==> config.mk <==
export PLATFORM = sky130hd
export DESIGN_NAME = pixel_fetch_sequencer
export DESIGN_NICKNAME = d
export VERILOG_FILES = /design/src/rtl/pixel_fetch_sequencer.sv
export SDC_FILE = /design/constraint.sdc
export NUM_CORES = 1
export LEC_CHECK = 0
export ABC_AREA = 1
export BUFFER_PORTS_ARGS = -buffer_cell sky130_fd_sc_hd__buf_2
export CORE_UTILIZATION = 51
export CTS_CLUSTER_SIZE = 10
export DETAILED_ROUTE_END_ITERATION = 7
export HOLD_SLACK_MARGIN = 0.12
export PLACE_DENSITY_LB_ADDON = 0.08
export RECOVER_POWER = 25
export SLEW_MARGIN = 30
export SYNTH_ARGS = -nofsm -noshare
export SYNTH_HDL_FRONTEND = slang
export SYNTH_SLANG_ARGS = --single-unit
==> constraint.sdc <==
create_clock -name clk -period 1.5 [get_ports clk]
set_clock_uncertainty 0.15 [all_clocks]
set_input_delay 0.075 -clock clk [delete_from_list [all_inputs] [get_ports clk]]
set_output_delay 0.075 -clock clk [all_outputs]
set_load 0.01 [all_outputs]
==> src/rtl/pixel_fetch_sequencer.sv <==
// Image-pass sequencer: walks pixel_no through the image, handshakes with the grayscale fetch
// block and streams each pixel out over valid/ready. Optional macro: PFS_ZERO_SKIP_EN.
module pixel_fetch_sequencer #(
    parameter int NUM_PIXELS = 784,
    parameter int ADDR_W     = 10,
    parameter int DATA_W     = 16,
    parameter int TIMEOUT    = 15
) (
    input  logic              clk,
    input  logic              rst_n,
    input  logic              start_i,
    input  logic              abort_i,
    output logic [ADDR_W-1:0] pixel_no_o,
    output logic              grayscale_fetch_o,
    input  logic              grayscale_fetched_i,
    input  logic [DATA_W-1:0] gray_scale_i,
    output logic              px_valid_o,
    input  logic              px_ready_i,
    output logic [DATA_W-1:0] px_data_o,
    output logic [ADDR_W-1:0] px_idx_o,
    output logic              px_last_o,
    output logic              busy_o,
    output logic              done_o,
    output logic              err_timeout_o
);

    localparam int                TMO_W    = $clog2(TIMEOUT + 1);
    localparam logic [ADDR_W-1:0] LAST_IDX = ADDR_W'(NUM_PIXELS - 1);
    localparam logic [TMO_W-1:0]  TMO_MAX  = TMO_W'(TIMEOUT - 1);

    typedef enum logic [2:0] {
        S_IDLE    = 3'd0,
        S_FETCH   = 3'd1,
        S_GAP     = 3'd2,
        S_PRESENT = 3'd3,
        S_DONE    = 3'd4
    } state_t;

    state_t            state_q, state_d;
    logic [ADDR_W-1:0] pixel_no_q, pixel_no_d;
    logic [DATA_W-1:0] px_data_q, px_data_d;
    logic [ADDR_W-1:0] px_idx_q, px_idx_d;
    logic              px_last_q, px_last_d;
    logic              px_valid_q, px_valid_d;
    logic              busy_q, busy_d;
    logic              err_q, err_d;
    logic [TMO_W-1:0]  tmo_q, tmo_d;
`ifdef PFS_ZERO_SKIP_EN
    logic              skip_q, skip_d;
`endif

    always_ff @(posedge clk or negedge rst_n) begin
        if (!rst_n) begin
            state_q    <= S_IDLE;
            pixel_no_q <= '0;
            px_data_q  <= '0;
            px_idx_q   <= '0;
            px_last_q  <= 1'b0;
            px_valid_q <= 1'b0;
            busy_q     <= 1'b0;
            err_q      <= 1'b0;
            tmo_q      <= '0;
`ifdef PFS_ZERO_SKIP_EN
            skip_q     <= 1'b0;
`endif
        end else begin
            state_q    <= state_d;
            pixel_no_q <= pixel_no_d;
            px_data_q  <= px_data_d;
            px_idx_q   <= px_idx_d;
            px_last_q  <= px_last_d;
            px_valid_q <= px_valid_d;
            busy_q     <= busy_d;
            err_q      <= err_d;
            tmo_q      <= tmo_d;
`ifdef PFS_ZERO_SKIP_EN
            skip_q     <= skip_d;
`endif
        end
    end

    always_comb begin
        state_d    = state_q;
        pixel_no_d = pixel_no_q;
        px_data_d  = px_data_q;
        px_idx_d   = px_idx_q;
        px_last_d  = px_last_q;
        px_valid_d = px_valid_q;
        busy_d     = busy_q;
        err_d      = err_q;
        tmo_d      = tmo_q;
`ifdef PFS_ZERO_SKIP_EN
        skip_d     = skip_q;
`endif
        if (state_q == S_IDLE) begin
            // abort in the same cycle cancels the start request
            if (start_i && !abort_i) begin
                pixel_no_d = '0;
                busy_d     = 1'b1;
                err_d      = 1'b0;
                tmo_d      = '0;
                state_d    = S_FETCH;
            end
        end else if (abort_i) begin
            state_d    = S_IDLE;
            px_valid_d = 1'b0;
            busy_d     = 1'b0;
            tmo_d      = '0;
        end else begin
            case (state_q)
                S_FETCH: begin
                    if (grayscale_fetched_i) begin
                        px_data_d = gray_scale_i;
                        px_idx_d  = pixel_no_q;
                        px_last_d = (pixel_no_q == LAST_IDX);
`ifdef PFS_ZERO_SKIP_EN
                        skip_d    = (gray_scale_i == '0) && (pixel_no_q != LAST_IDX);
`endif
                        tmo_d     = '0;
                        state_d   = S_GAP;
                    end else if (tmo_q == TMO_MAX) begin
                        err_d   = 1'b1;
                        busy_d  = 1'b0;
                        tmo_d   = '0;
                        state_d = S_IDLE;
                    end else begin
                        tmo_d = tmo_q + TMO_W'(1);
                    end
                end
                S_GAP: begin
`ifdef PFS_ZERO_SKIP_EN
                    if (skip_q) begin
                        pixel_no_d = pixel_no_q + ADDR_W'(1);
                        state_d    = S_FETCH;
                    end else begin
                        px_valid_d = 1'b1;
                        state_d    = S_PRESENT;
                    end
`else
                    px_valid_d = 1'b1;
                    state_d    = S_PRESENT;
`endif
                end
                S_PRESENT: begin
                    if (px_ready_i) begin
                        px_valid_d = 1'b0;
                        if (px_last_q) begin
                            state_d = S_DONE;
                        end else begin
                            pixel_no_d = pixel_no_q + ADDR_W'(1);
                            state_d    = S_FETCH;
                        end
                    end
                end
                S_DONE: begin
                    busy_d  = 1'b0;
                    state_d = S_IDLE;
                end
                default: state_d = S_IDLE;
            endcase
        end
    end

    assign pixel_no_o        = pixel_no_q;
    assign grayscale_fetch_o = (state_q == S_FETCH);
    assign px_valid_o        = px_valid_q;
    assign px_data_o         = px_data_q;
    assign px_idx_o          = px_idx_q;
    assign px_last_o         = px_last_q;
    assign busy_o            = busy_q;
    assign done_o            = (state_q == S_DONE);
    assign err_timeout_o     = err_q;

endmodule

Yosys cells after proc, flatten, opt, wreduce, memory -nomap -nowiden
Index checks and enable logic that the tools add are counted.
- word-level logic and storage cells: 80
- register bits after elaboration: 47
- $add $sub $neg: 2
- equality and inequality tests: 15
- multiplexer cells: 35
- bitwise operators: 2
- reduce and logical (&&, ||, !) cells: 17
- operator list (cell ; count):
    $mux W10 ; 6
    $mux W4 ; 6
    $mux W3 ; 7
    $mux W1 ; 13
    $add A10 B1 Y10 const B ; 1
    $eq A10 B10 Y1 const B ; 1
    $reduce_and A5 Y1 ; 2
    $pmux W3 S3 ; 1
    $ne A2 B1 Y1 const B ; 4
    $reduce_and A4 Y1 ; 2
    $reduce_bool A2 Y1 ; 4
    $eq A3 B2 Y1 const B ; 2
    $reduce_and A3 Y1 ; 2
    $reduce_bool A3 Y1 ; 2
    $ne A5 B2 Y1 const B ; 1
    $add A4 B1 Y4 const B ; 1
    $eq A4 B4 Y1 const B ; 1
    $ne A4 B2 Y1 const B ; 1
    $ne A4 B3 Y1 const B ; 1
    $ne A4 B4 Y1 const B ; 1
    $pmux W1 S2 ; 2
    $reduce_bool A4 Y1 ; 1
    $eq A3 B1 Y1 const B ; 1
    $eq A3 B3 Y1 const B ; 1
    other kinds (6) ; 7

Longest topological paths before layout
Gate-level depths: netlist (run 1).
- depth in word-level cells: 6
- depth in mapped cells: 9

Worst setup path after synthesis (run 1)
Ideal clock, no wire load.
- path kind: register to register
- start point: register pixel_no_q[1], in the netlist pixel_no_o[1]
- end point: register pixel_no_q[6], in the netlist pixel_no_o[6]
- setup time: 0.121 ns
- setup slack: 0.055 ns
- cell stages (with the launch flop): 7
- arrival: 1.174 ns
- buffers on the path: 0
- path through: dfrtp_1 -> ha_1 -> nand2_1 -> nor3_1 -> nand2_1 -> o21ai_0 -> nor2_1
- cells in the longest elaborated chain, start to end: 6
- ends and longest elaborated chain (what ; line ; source):
    from (decl) ; 40 ; logic [ADDR_W-1:0] pixel_no_q, pixel_no_d;
    from (signal assigned) ; 68 ; pixel_no_q <= pixel_no_d;
    $add A10 B1 Y10 ; 150 ; pixel_no_d = pixel_no_q + ADDR_W'(1);
    $mux W10 ; 147 ; if (px_last_q) begin
    $mux W10 ; 145 ; if (px_ready_i) begin
    $mux W10 ; 110 ; case (state_q)
    $mux W10 ; 104 ; end else if (abort_i) begin
    $mux W10 ; 95 ; if (state_q == S_IDLE) begin
No other way between the ends. The select of a mux whose other input is x is not followed.
A chain may end at the register's enable or synchronous reset.

Worst setup path after layout (run 1)
- start point: register state_q[0]
- end point: register pixel_no_q[6], in the netlist pixel_no_o[6]
- cells in the longest elaborated chain, start to end: 3
- elaborated cells on any way between the ends: 9
- ends and longest elaborated chain (what ; line ; source):
    from (decl) ; 39 ; state_t state_q, state_d;
    from (signal assigned) ; 67 ; state_q <= state_d;
    $eq A3 B2 Y1 or $logic_not A3 Y1 (tied branches) ; 110, 95 ;
    $reduce_bool A2 Y1 (no line) or $ne A2 B1 Y1 (tied branches) ; -- ;
    $reduce_and A5 Y1 (no line) ; -- ;
Parallel ways exist; a longest one is shown, timed or not.

==> results of run 1 <==
==> through the flow <==
stage / hold WS [ns] / utilization [%] / instances / setup TNS, ns
floorplan: -0.371 / - / 269 / 0
global placement: -0.0735 / 66.0 / 393 / 0
detailed placement: -0.0728 / 66.0 / 393 / -0.0281
CTS: -0.0982 / 73.6 / 421 / 0
global route: -0.0787 / 76.8 / 429 / -0.201
finish: -0.0771 / 76.8 / 429 / 0
==> critical path, stage by stage, from the launching register on <==
cell and delay (ns):
dfrtp_2 0.46, nand2_2 0.12, nor2_4 0.05, nand3_4 0.09, nand2_4 0.08, buf_4 0.14, buf_4 0.12, a21oi_2 0.11
nor2_1 0.04
==> state kept, by name (all words and copies together) (netlist names) <==
register,cells
busy_o,1
px_last_o,1
px_data_o,16
pixel_no_o,10
err_timeout_o,1
px_valid_o,1
tmo_q,4
px_idx_o,10
state_q,3
==> how the worst min path moves through the flow <==
stage	to	start	slack (ns)	cells past startpoint
after floorplan	busy_o$_DFFE_PN0P_	rst_n	-0.37	0
after global placement	tmo_q[0]$_DFFE_PN0P_	rst_n	-0.07	2
after detailed placement	px_data_o[14]$_DFFE_PN0P_	rst_n	-0.07	2
after CTS	px_valid_o$_DFFE_PN0P_	abort_i	-0.1	2
after global routing	px_valid_o$_DFFE_PN0P_	abort_i	-0.08	2
final	px_valid_o$_DFFE_PN0P_	abort_i	-0.08	2
==> kinds of logic after synthesis <==
family	share of synthesized area, %
AND/OR/NAND/NOR	30.3
buffers and inverters	6.96
XOR/XNOR	0.786
adder cells (fa/ha/maj)	1.68
flip-flops	52.8
AO/OA/AOI/OAI	7.52
==> metal layers <==
metal | GRT usage (%) | routed length, um | vias up
met1 | 33.4 | 2480 | 987
li1 | - | - | 1077
met3 | 4.67 | 322 | 6
met4 | 8.07 | 69 | 0
met2 | 39.0 | 2610 | 72
met5 | 0 | 0 | -
==> cell type report <==
class                      instances  share of cell area (%)
inverter                          26                    3.27
tap                               50                    1.99
sequential                        47                    37.7
clock buffer                       6                    2.63
timing repair buffer             110                    23.7
clock inverter                     1                   0.160
multi-input combinational        189                    30.6
==> layout by cell type, fill, tap and decap left out, types with 5 or more instances in the layout <==
| cell type | instances |
|---|---|
| o21ai_1 | 14 |
| dlygate4sd3_1 | 21 |
| nand4_1 | 7 |
| nand2_1 | 101 |
| inv_2 | 5 |
| nor2_1 | 8 |
| dfrtp_1 | 43 |
| o21ai_0 | 6 |
| buf_2 | 63 |
| inv_1 | 19 |
| buf_4 | 21 |
| clkbuf_8 | 6 |
| nand3_1 | 17 |
==> where the power goes <==
group	leakage, nW	internal (mW)	switching, mW
registers	0.617	1.67	0.258
logic	1.05	0.883	1.16
clock network	0.0470	0.362	0.378
==> timing repair <==
action,4_1_cts,5_1_grt
endpoints found under the setup margin,5,45
gates resized for setup,3,29
gates cloned,0,0
setup buffers,0,8
pin swaps,0,3
hold endpoints to repair,74,6
==> impl_metrics.py, run 1 <==
metrics = {
    "run_status": {
        "status": "complete, but fails checks",
        "violations": "hold timing",
    },
    "timing": {
        "fin_crit_sh_pct": 97.7,
        "rsz0062_at_grt": "true",
        "max_slew_margin_pct": 58.2,
        "period_needed_ns": 1.47,
        "hold_viol": 1,
        "whs_ns": -0.0771,
        "final-setup-viol-count": 0,
        "fmax_mhz": 682,
        "slew_viol_final": 0,
        "worst_slew_pin_slew_ns": 0.627,
        "fin_ws_ns": 0.0338,
    },
    "synth": {
        "netlist-cell-type-count": 29,
        "yosysTopAreaCell": "dfrtp_1",
        "synth-seq-area-share_pct": 52.8,
        "ys_ff_latch": 47,
        "syn_area_per_cell_um2": 8.28,
        "synthCells": 269,
        "synth-async-reset-ratio_pct": 100,
        "synth_top_cell_area_share_pct": 52.8,
        "synth.area.top_cells": "dfrtp_1, nand2_1, nand3_1",
        "synth_most_common_cell": "nand2_1",
        "yosys-top-cells-count": "nand2_1, dfrtp_1, inv_1",
        "syn_area_um2": 2230,
        "yosysWarnings": 0,
        "synth_edf_count": 0,
        "ys.flop_type": "dfrtp_1",
        "syn_nets": 294,
    },
    "power": {
        "vdd_drop_max_uv": 1020,
        "p_total_mw": 4.71,
        "power_leakage_nw": 1.71,
        "p_per_area_nw_per_um2": 1500,
    },
    "cts": {
        "clk_pin_slew_worst_paths_ns": 0.08,
        "cts_root_buf": "clkbuf_8",
        "cts.hold.buffers_added": 21,
        "clk_latency_ns": 0.28,
        "numCtsBuffers": 5,
        "cts_max_path_buffers": 2,
        "cts.sinks": 47,
        "cts_tree": "yes",
        "cts_max_level": 2,
    },
    "finish": {
        "areaGrowthSynthToFinish_pct": 40.8,
        "layout.nets": 404,
        "seqCellArea_um2": 1180,
        "drive_gt1_share_pct": 34.3,
        "multi_input_area_um2": 958,
        "final_area_um2": 3140,
        "diodes": 0,
        "fill_cells": 308,
    },
    "placed_design": {
        "gp_congestion": 0.935,
        "dp_hpwl_mm": 3.56,
        "preCtsSetupSlack_ns": -0.0244,
        "port_buffers": 63,
        "placed_area_um2": 2700,
    },
    "drt": {
        "viasPerCell": 4.99,
        "wire_per_inst_um": 12.8,
        "drtPass1Iterations": 4,
        "antenna_left": 0,
        "route.detailed.drc": 0,
        "vias": 2142,
        "routed_wirelength_mm": 5.49,
        "drt_iter0_markers": 106,
    },
    "floorplanning": {
        "num_io_pins": 64,
        "row_count": 23,
        "die_area_um2": 4640,
        "start_util_pct": 54.5,
        "core_um2": 4090,
        "die_y_um": 68.1,
        "chipWidth_um": 68.1,
    },
    "setup_path": {
        "startpoint_type": "register",
        "cp.arrival_ns": 1.50,
        "crit_start": "state_q[0]$_DFFE_PN0P_",
        "worstReg2RegStart": "state_q[0]$_DFFE_PN0P_",
        "crit_path_end": "pixel_no_o[6]$_DFFE_PN0P_",
        "crit_fanout": 5,
        "rr_endpoint": "pixel_no_o[6]$_DFFE_PN0P_",
        "crit_required_ns": 1.53,
        "ff2ff_path_depth": 8,
        "path_class": "reg -> reg",
        "end_kind": "register",
        "reg2reg_slack_ns": 0.03,
    },
    "global_routing": {
        "grt_pass1_vias": 1915,
        "antenna_found_initial": 0,
        "grt-ovfl-total": 0,
        "grtUsageTotal_pct": 24.5,
        "grt_max_degree": 48,
        "grt_pass1_wl_mm": 8.47,
    },
    "flow_run": {
        "drv_cap": 0,
    },
    "worst_hold_path": {
        "worstHoldPathType": "in -> reg",
    },
}
No activity file was read; power rests on OpenSTA's default activity.
==> run 2: changes to the inputs <==
--- a/config.mk
+++ b/config.mk
@@ -5,7 +5,6 @@
 export SDC_FILE = /design/constraint.sdc
 export NUM_CORES = 1
 export LEC_CHECK = 0
-export ABC_AREA = 1
 export BUFFER_PORTS_ARGS = -buffer_cell sky130_fd_sc_hd__buf_2
 export CORE_UTILIZATION = 51
 export CTS_CLUSTER_SIZE = 10
==> impl_metrics.py, run 2 <==
metrics = {
    "synth": {
        "ys_ff_latch": 47,
        "syn_area_per_cell_um2": 11.5,
        "synth-async-reset-ratio_pct": 100,
        "ys.flop_type": "dfrtp_1",
        "syn_area_um2": 2120,
        "yosysTopAreaCell": "dfrtp_1",
        "synth-seq-area-share_pct": 55.5,
        "syn_nets": 210,
        "synthCells": 185,
        "synth_top_cell_area_share_pct": 55.5,
        "yosysWarnings": 0,
        "synth_edf_count": 0,
        "synth_most_common_cell": "dfrtp_1",
        "synth.area.top_cells": "dfrtp_1, mux2_2, nand3_1",
        "netlist-cell-type-count": 36,
        "yosys-top-cells-count": "dfrtp_1, mux2_2, nor2_1",
    },
    "finish": {
        "areaGrowthSynthToFinish_pct": 56.2,
        "drive_gt1_share_pct": 44.4,
        "final_common_cell": "dfrtp_1",
        "final_cell_mix": "dfrtp_1, buf_2, mux2_2, dlygate4sd3_1",
        "seqCellArea_um2": 1180,
        "fin_util_pct": 82.8,
        "largest_reg_flops": 16,
        "diodes": 0,
        "fill_cells": 237,
        "finalNonFillerCells": 356,
        "final_area_um2": 3310,
        "layout.nets": 330,
        "multi_input_area_um2": 1040,
    },
    "drt": {
        "antenna_left": 0,
        "drtPass1Iterations": 6,
        "routed_wirelength_mm": 6.15,
        "route.detailed.drc": 2,
        "wire_per_inst_um": 17.3,
        "viasPerCell": 5.57,
        "drt_iter0_markers": 248,
        "vias": 1982,
    },
    "floorplanning": {
        "die_y_um": 66.5,
        "core_um2": 4000,
        "chipWidth_um": 66.5,
        "num_io_pins": 64,
        "start_util_pct": 53.0,
        "die_area_um2": 4420,
        "row_count": 23,
    },
    "run_status": {
        "violations": "DRC, setup timing",
        "status": "complete, but fails checks",
    },
    "worst_hold_path": {
        "worstHoldPathType": "in -> reg",
    },
    "flow_run": {
        "drv_cap": 0,
    },
    "global_routing": {
        "grtUsageTotal_pct": 25.7,
        "grt-ovfl-total": 0,
        "grt_pass1_wl_mm": 8.41,
        "antenna_found_initial": 0,
        "grt_pass1_vias": 1824,
        "grt_max_degree": 30,
    },
    "timing": {
        "slew_viol_final": 0,
        "worst_slew_pin_slew_ns": 0.424,
        "hold_viol": 0,
        "tns_ns": -8.21,
        "period_needed_ns": 1.82,
        "fmax_mhz": 550,
        "fin_crit_sh_pct": 121,
        "final-setup-viol-count": 43,
        "max_slew_margin_pct": 71.7,
        "fin_ws_ns": -0.317,
        "rsz0062_at_grt": "true",
    },
    "setup_path": {
        "reg2reg_slack_ns": -0.32,
        "crit_chain": "or3b_4, or2_4, or4_1, a21oi_1",
        "end_kind": "register",
        "cp_slowest_cell": "dfrtp_1",
        "path_class": "reg -> reg",
        "crit_fanout": 3,
        "cpPeakStageDelay_ns": 0.41,
        "startpoint_type": "register",
        "cp.arrival_ns": 1.89,
        "crit_required_ns": 1.57,
    },
    "placed_design": {
        "placed_area_um2": 2690,
        "dp_hpwl_mm": 3.40,
        "preCtsSetupSlack_ns": -0.296,
        "port_buffers": 63,
        "gp_congestion": 0.833,
        "dpl.cell_count": 317,
    },
    "cts": {
        "cts_root_buf": "clkbuf_8",
        "cts.sinks": 47,
        "clk_latency_ns": 0.29,
        "cts_max_path_buffers": 2,
        "cts_tree": "yes",
        "numCtsBuffers": 5,
        "clk_pin_slew_worst_paths_ns": 0.09,
        "cts_max_level": 2,
    },
    "power": {
        "power_leakage_nw": 1.62,
        "p_per_area_nw_per_um2": 1260,
        "vdd_drop_max_uv": 1110,
    },
}
## run 2: changes by cell type in the layout (fill, tap and decap cells not counted), sizes merged, moves of 8 or more
cell,delta
nand2,-95
clkbuf,+25
o21ai,-15
buf,-14
inv,-20
nand4,-8
mux2,+26
## run 2: area by class of cell
| class | instances | share of cell area (%) |
|---|---|---|
| sequential | 47 | 35.5 |
| multi-input combinational | 122 | 31.4 |
| timing repair buffer | 123 | 27.4 |
| clock buffer | 7 | 2.61 |
| clock inverter | 1 | 0.265 |
| inverter | 6 | 0.831 |
| tap | 50 | 1.89 |
## run 2: repair_timing
| action | CTS | global route |
|---|---|---|
| endpoints found under the hold margin | 74 | 0 |
| setup endpoints to repair | 43 | 76 |
| cloned | 0 | 3 |
| pin swaps | 4 | 7 |
| resized for setup | 24 | 32 |
| setup buffers | 3 | 3 |
| hold buffers | 24 | 0 |
## run 2: logic make-up after synthesis
group	Yosys count	synth area share [%]
buffers and inverters	16	3.60
muxes	27	14.3
AOI/OAI and AO/OA	23	7.38
adders and majority gates	3	1.77
DFF	47	55.5
xor gates and xnor gates	6	2.48
and+or+nand+nor	63	15.0
## run 2: metrics by stage
stage          power [mW]  hold slack [ns]
6_report             4.18            0.151
4_1_cts              3.98            0.117
2_1_floorplan        2.46           -0.371
5_1_grt              4.39            0.153
3_5_place_dp         3.08           -0.104
3_3_place_gp         3.04           -0.100
## run 2: final timing paths
path                                           from  cells after the start                   endpoint
max                          state_q[1]$_DFFE_PN0P_                      4  pixel_no_o[9]$_DFFE_PN0P_
min in group asynchronous                     rst_n                      3    px_idx_o[4]$_DFFE_PN0P_
min                                         abort_i                      5       tmo_q[2]$_DFFE_PN0P_
max in group asynchronous                     rst_n                      4    px_idx_o[0]$_DFFE_PN0P_
max reg2reg                  state_q[1]$_DFFE_PN0P_                      4  pixel_no_o[9]$_DFFE_PN0P_
min reg2reg                px_data_o[1]$_DFFE_PN0P_                      1   px_data_o[1]$_DFFE_PN0P_
## run 2: routing by layer
layer	vias up	part of all wire [%]	track usage (%)
met5	-	0	0
met4	0	2.2	9.57
met3	16	5.5	5.31
met2	94	52	43.4
met1	972	40	32.3
li1	900	-	-
## run 2: critical path, delay by kind of cell, from the launching register on
kind / cells / cell delay, ns
flops: 1 / 0.41
compound gates: 1 / 0.14
simple gates: 3 / 1.05
## run 2: where the power goes
group	switching (mW)	total [mW]	leakage (nW)	internal [mW]
Sequential	0.175	1.74	0.618	1.57
Clock	0.420	0.798	0.0484	0.378
Combinational	0.803	1.64	0.950	0.839
==> run 3: changes to the inputs <==
--- a/config.mk
+++ b/config.mk
@@ -5,10 +5,10 @@
 export SDC_FILE = /design/constraint.sdc
 export NUM_CORES = 1
 export LEC_CHECK = 0
-export BUFFER_PORTS_ARGS = -buffer_cell sky130_fd_sc_hd__buf_2
-export CORE_UTILIZATION = 51
-export CTS_CLUSTER_SIZE = 10
+export CORE_UTILIZATION = 54
+export CTS_CLUSTER_SIZE = 8
 export DETAILED_ROUTE_END_ITERATION = 7
+export DONT_BUFFER_PORTS = 1
 export HOLD_SLACK_MARGIN = 0.12
 export PLACE_DENSITY_LB_ADDON = 0.08
 export RECOVER_POWER = 25
==> impl_metrics.py, run 3 (same netlist as run 2, synthesis figures left out) <==
metrics = {
    "placed_design": {
        "port_buffers": 0,
        "dpl.cell_count": 251,
        "dp_hpwl_mm": 3.20,
        "gp_congestion": 0.835,
        "preCtsSetupSlack_ns": -0.327,
        "placed_area_um2": 2350,
    },
    "finish": {
        "largest_reg_flops": 16,
        "layout.nets": 265,
        "final_common_cell": "dfrtp_1",
        "final_area_um2": 2980,
        "fin_util_pct": 80.2,
        "fill_cells": 228,
        "final_cell_mix": "dfrtp_1, buf_4, mux2_2, dlygate4sd3_1, nand2_1",
        "finalNonFillerCells": 289,
        "diodes": 0,
        "areaGrowthSynthToFinish_pct": 40.6,
        "drive_gt1_share_pct": 43.2,
    },
    "floorplanning": {
        "die_area_um2": 4180,
        "die_y_um": 64.7,
        "start_util_pct": 57.0,
        "core_um2": 3720,
        "chipWidth_um": 64.7,
        "num_io_pins": 64,
        "row_count": 22,
    },
    "drt": {
        "route.detailed.drc": 0,
        "drt_iter0_markers": 170,
        "routed_wirelength_mm": 5.50,
        "antenna_left": 0,
        "vias": 1721,
        "drtPass1Iterations": 4,
        "wire_per_inst_um": 19.0,
        "viasPerCell": 5.96,
        "highest_layer": "met4",
        "drt-met1-wl_mm": 2.13,
        "route.met3.wl_um": 392,
        "met2_length_mm": 2.89,
    },
    "timing": {
        "worst_slew_pin_slew_ns": 0.529,
        "rsz0062_at_grt": "true",
        "slew_viol_final": 0,
        "hold_viol": 12,
        "fin_ws_ns": -0.342,
        "period_needed_ns": 1.84,
        "tns_ns": -9.96,
        "final-setup-viol-count": 44,
        "max_slew_margin_pct": 64.7,
        "fin_crit_sh_pct": 123,
        "fmax_mhz": 543,
        "whs_ns": -0.320,
    },
    "cts": {
        "cts_tree": "yes",
        "cts.sinks": 47,
        "cts_max_path_buffers": 2,
        "numCtsBuffers": 5,
        "clk_latency_ns": 0.30,
        "cts_root_buf": "clkbuf_8",
        "cts.hold.buffers_added": 22,
        "clk_pin_slew_worst_paths_ns": 0.09,
        "cts_max_level": 2,
    },
    "power": {
        "power_leakage_nw": 1.40,
        "p_total_mw": 3.89,
        "p_per_area_nw_per_um2": 1310,
        "vdd_drop_max_uv": 992,
    },
    "setup_path": {
        "worstReg2RegStart": "state_q[2]$_DFFE_PN0P_",
        "path_class": "reg -> reg",
        "startpoint_type": "register",
        "crit_fanout": 4,
        "crit_required_ns": 1.58,
        "cp.arrival_ns": 1.92,
        "crit_start": "state_q[2]$_DFFE_PN0P_",
        "end_kind": "register",
    },
    "global_routing": {
        "grtUsageTotal_pct": 27.9,
        "antenna_found_initial": 0,
        "grt_pass1_wl_mm": 8.49,
        "grt_max_degree": 38,
        "grt_pass1_vias": 1764,
        "grt-ovfl-total": 0,
    },
    "run_status": {
        "violations": "hold timing, setup timing",
        "status": "complete, but fails checks",
    },
    "worst_hold_path": {
        "min_from": "abort_i",
        "worstHoldPathType": "in -> reg",
    },
    "flow_run": {
        "drv_cap": 0,
    },
}
-- run 3: metal layers --
layer | vias to the layer above | global-route usage, %
li1 | 762 | -
met1 | 861 | 32.8
met2 | 87 | 45.3
met3 | 11 | 8.98
met4 | 0 | 15.0
met5 | - | 0
-- run 3: path summary, 6_finish.rpt --
kind / end / slack, ns / depth (start not counted)
max in group asynchronous: px_idx_o[4]$_DFFE_PN0P_ / 0.28 / 3
max reg2reg: pixel_no_o[9]$_DFFE_PN0P_ / -0.34 / 4
min reg2reg: tmo_q[1]$_DFFE_PN0P_ / 0.42 / 2
min: state_q[1]$_DFFE_PN0P_ / -0.32 / 1
max: pixel_no_o[9]$_DFFE_PN0P_ / -0.34 / 4
min in group asynchronous: pixel_no_o[5]$_DFFE_PN0P_ / 0.12 / 2
-- run 3: repair_timing --
action,CTS,global route
endpoints found under the hold margin,83,16
resized for setup,40,19
buffers inserted,9,0
pin swaps,7,4
endpoints found under the setup margin,44,59
-- run 3: worst max-delay path, stage by stage (launching register included) --
cell	delay (ns)
dfrtp_1	0.39
or3b_4	0.41
or2_4	0.26
or4_4	0.42
a21oi_2	0.14
-- run 3: final cells by class --
type                            instances  area (um^2)  area share (%)
Tap cell                               48         60.1            2.02
Clock inverter                          3         20.0           0.672
Timing Repair Buffer                   58          548            18.4
Sequential cell                        47         1180            39.5
Inverter                                6         25.0           0.840
Clock buffer                            5         68.8            2.31
Multi-Input combinational cell        122         1080            36.3
-- run 3: power by group --
part	switching [mW]	internal [mW]	total, mW	leakage (nW)
Sequential	0.346	1.57	1.92	0.618
Clock	0.417	0.324	0.742	0.0402
Combinational	0.565	0.666	1.23	0.741
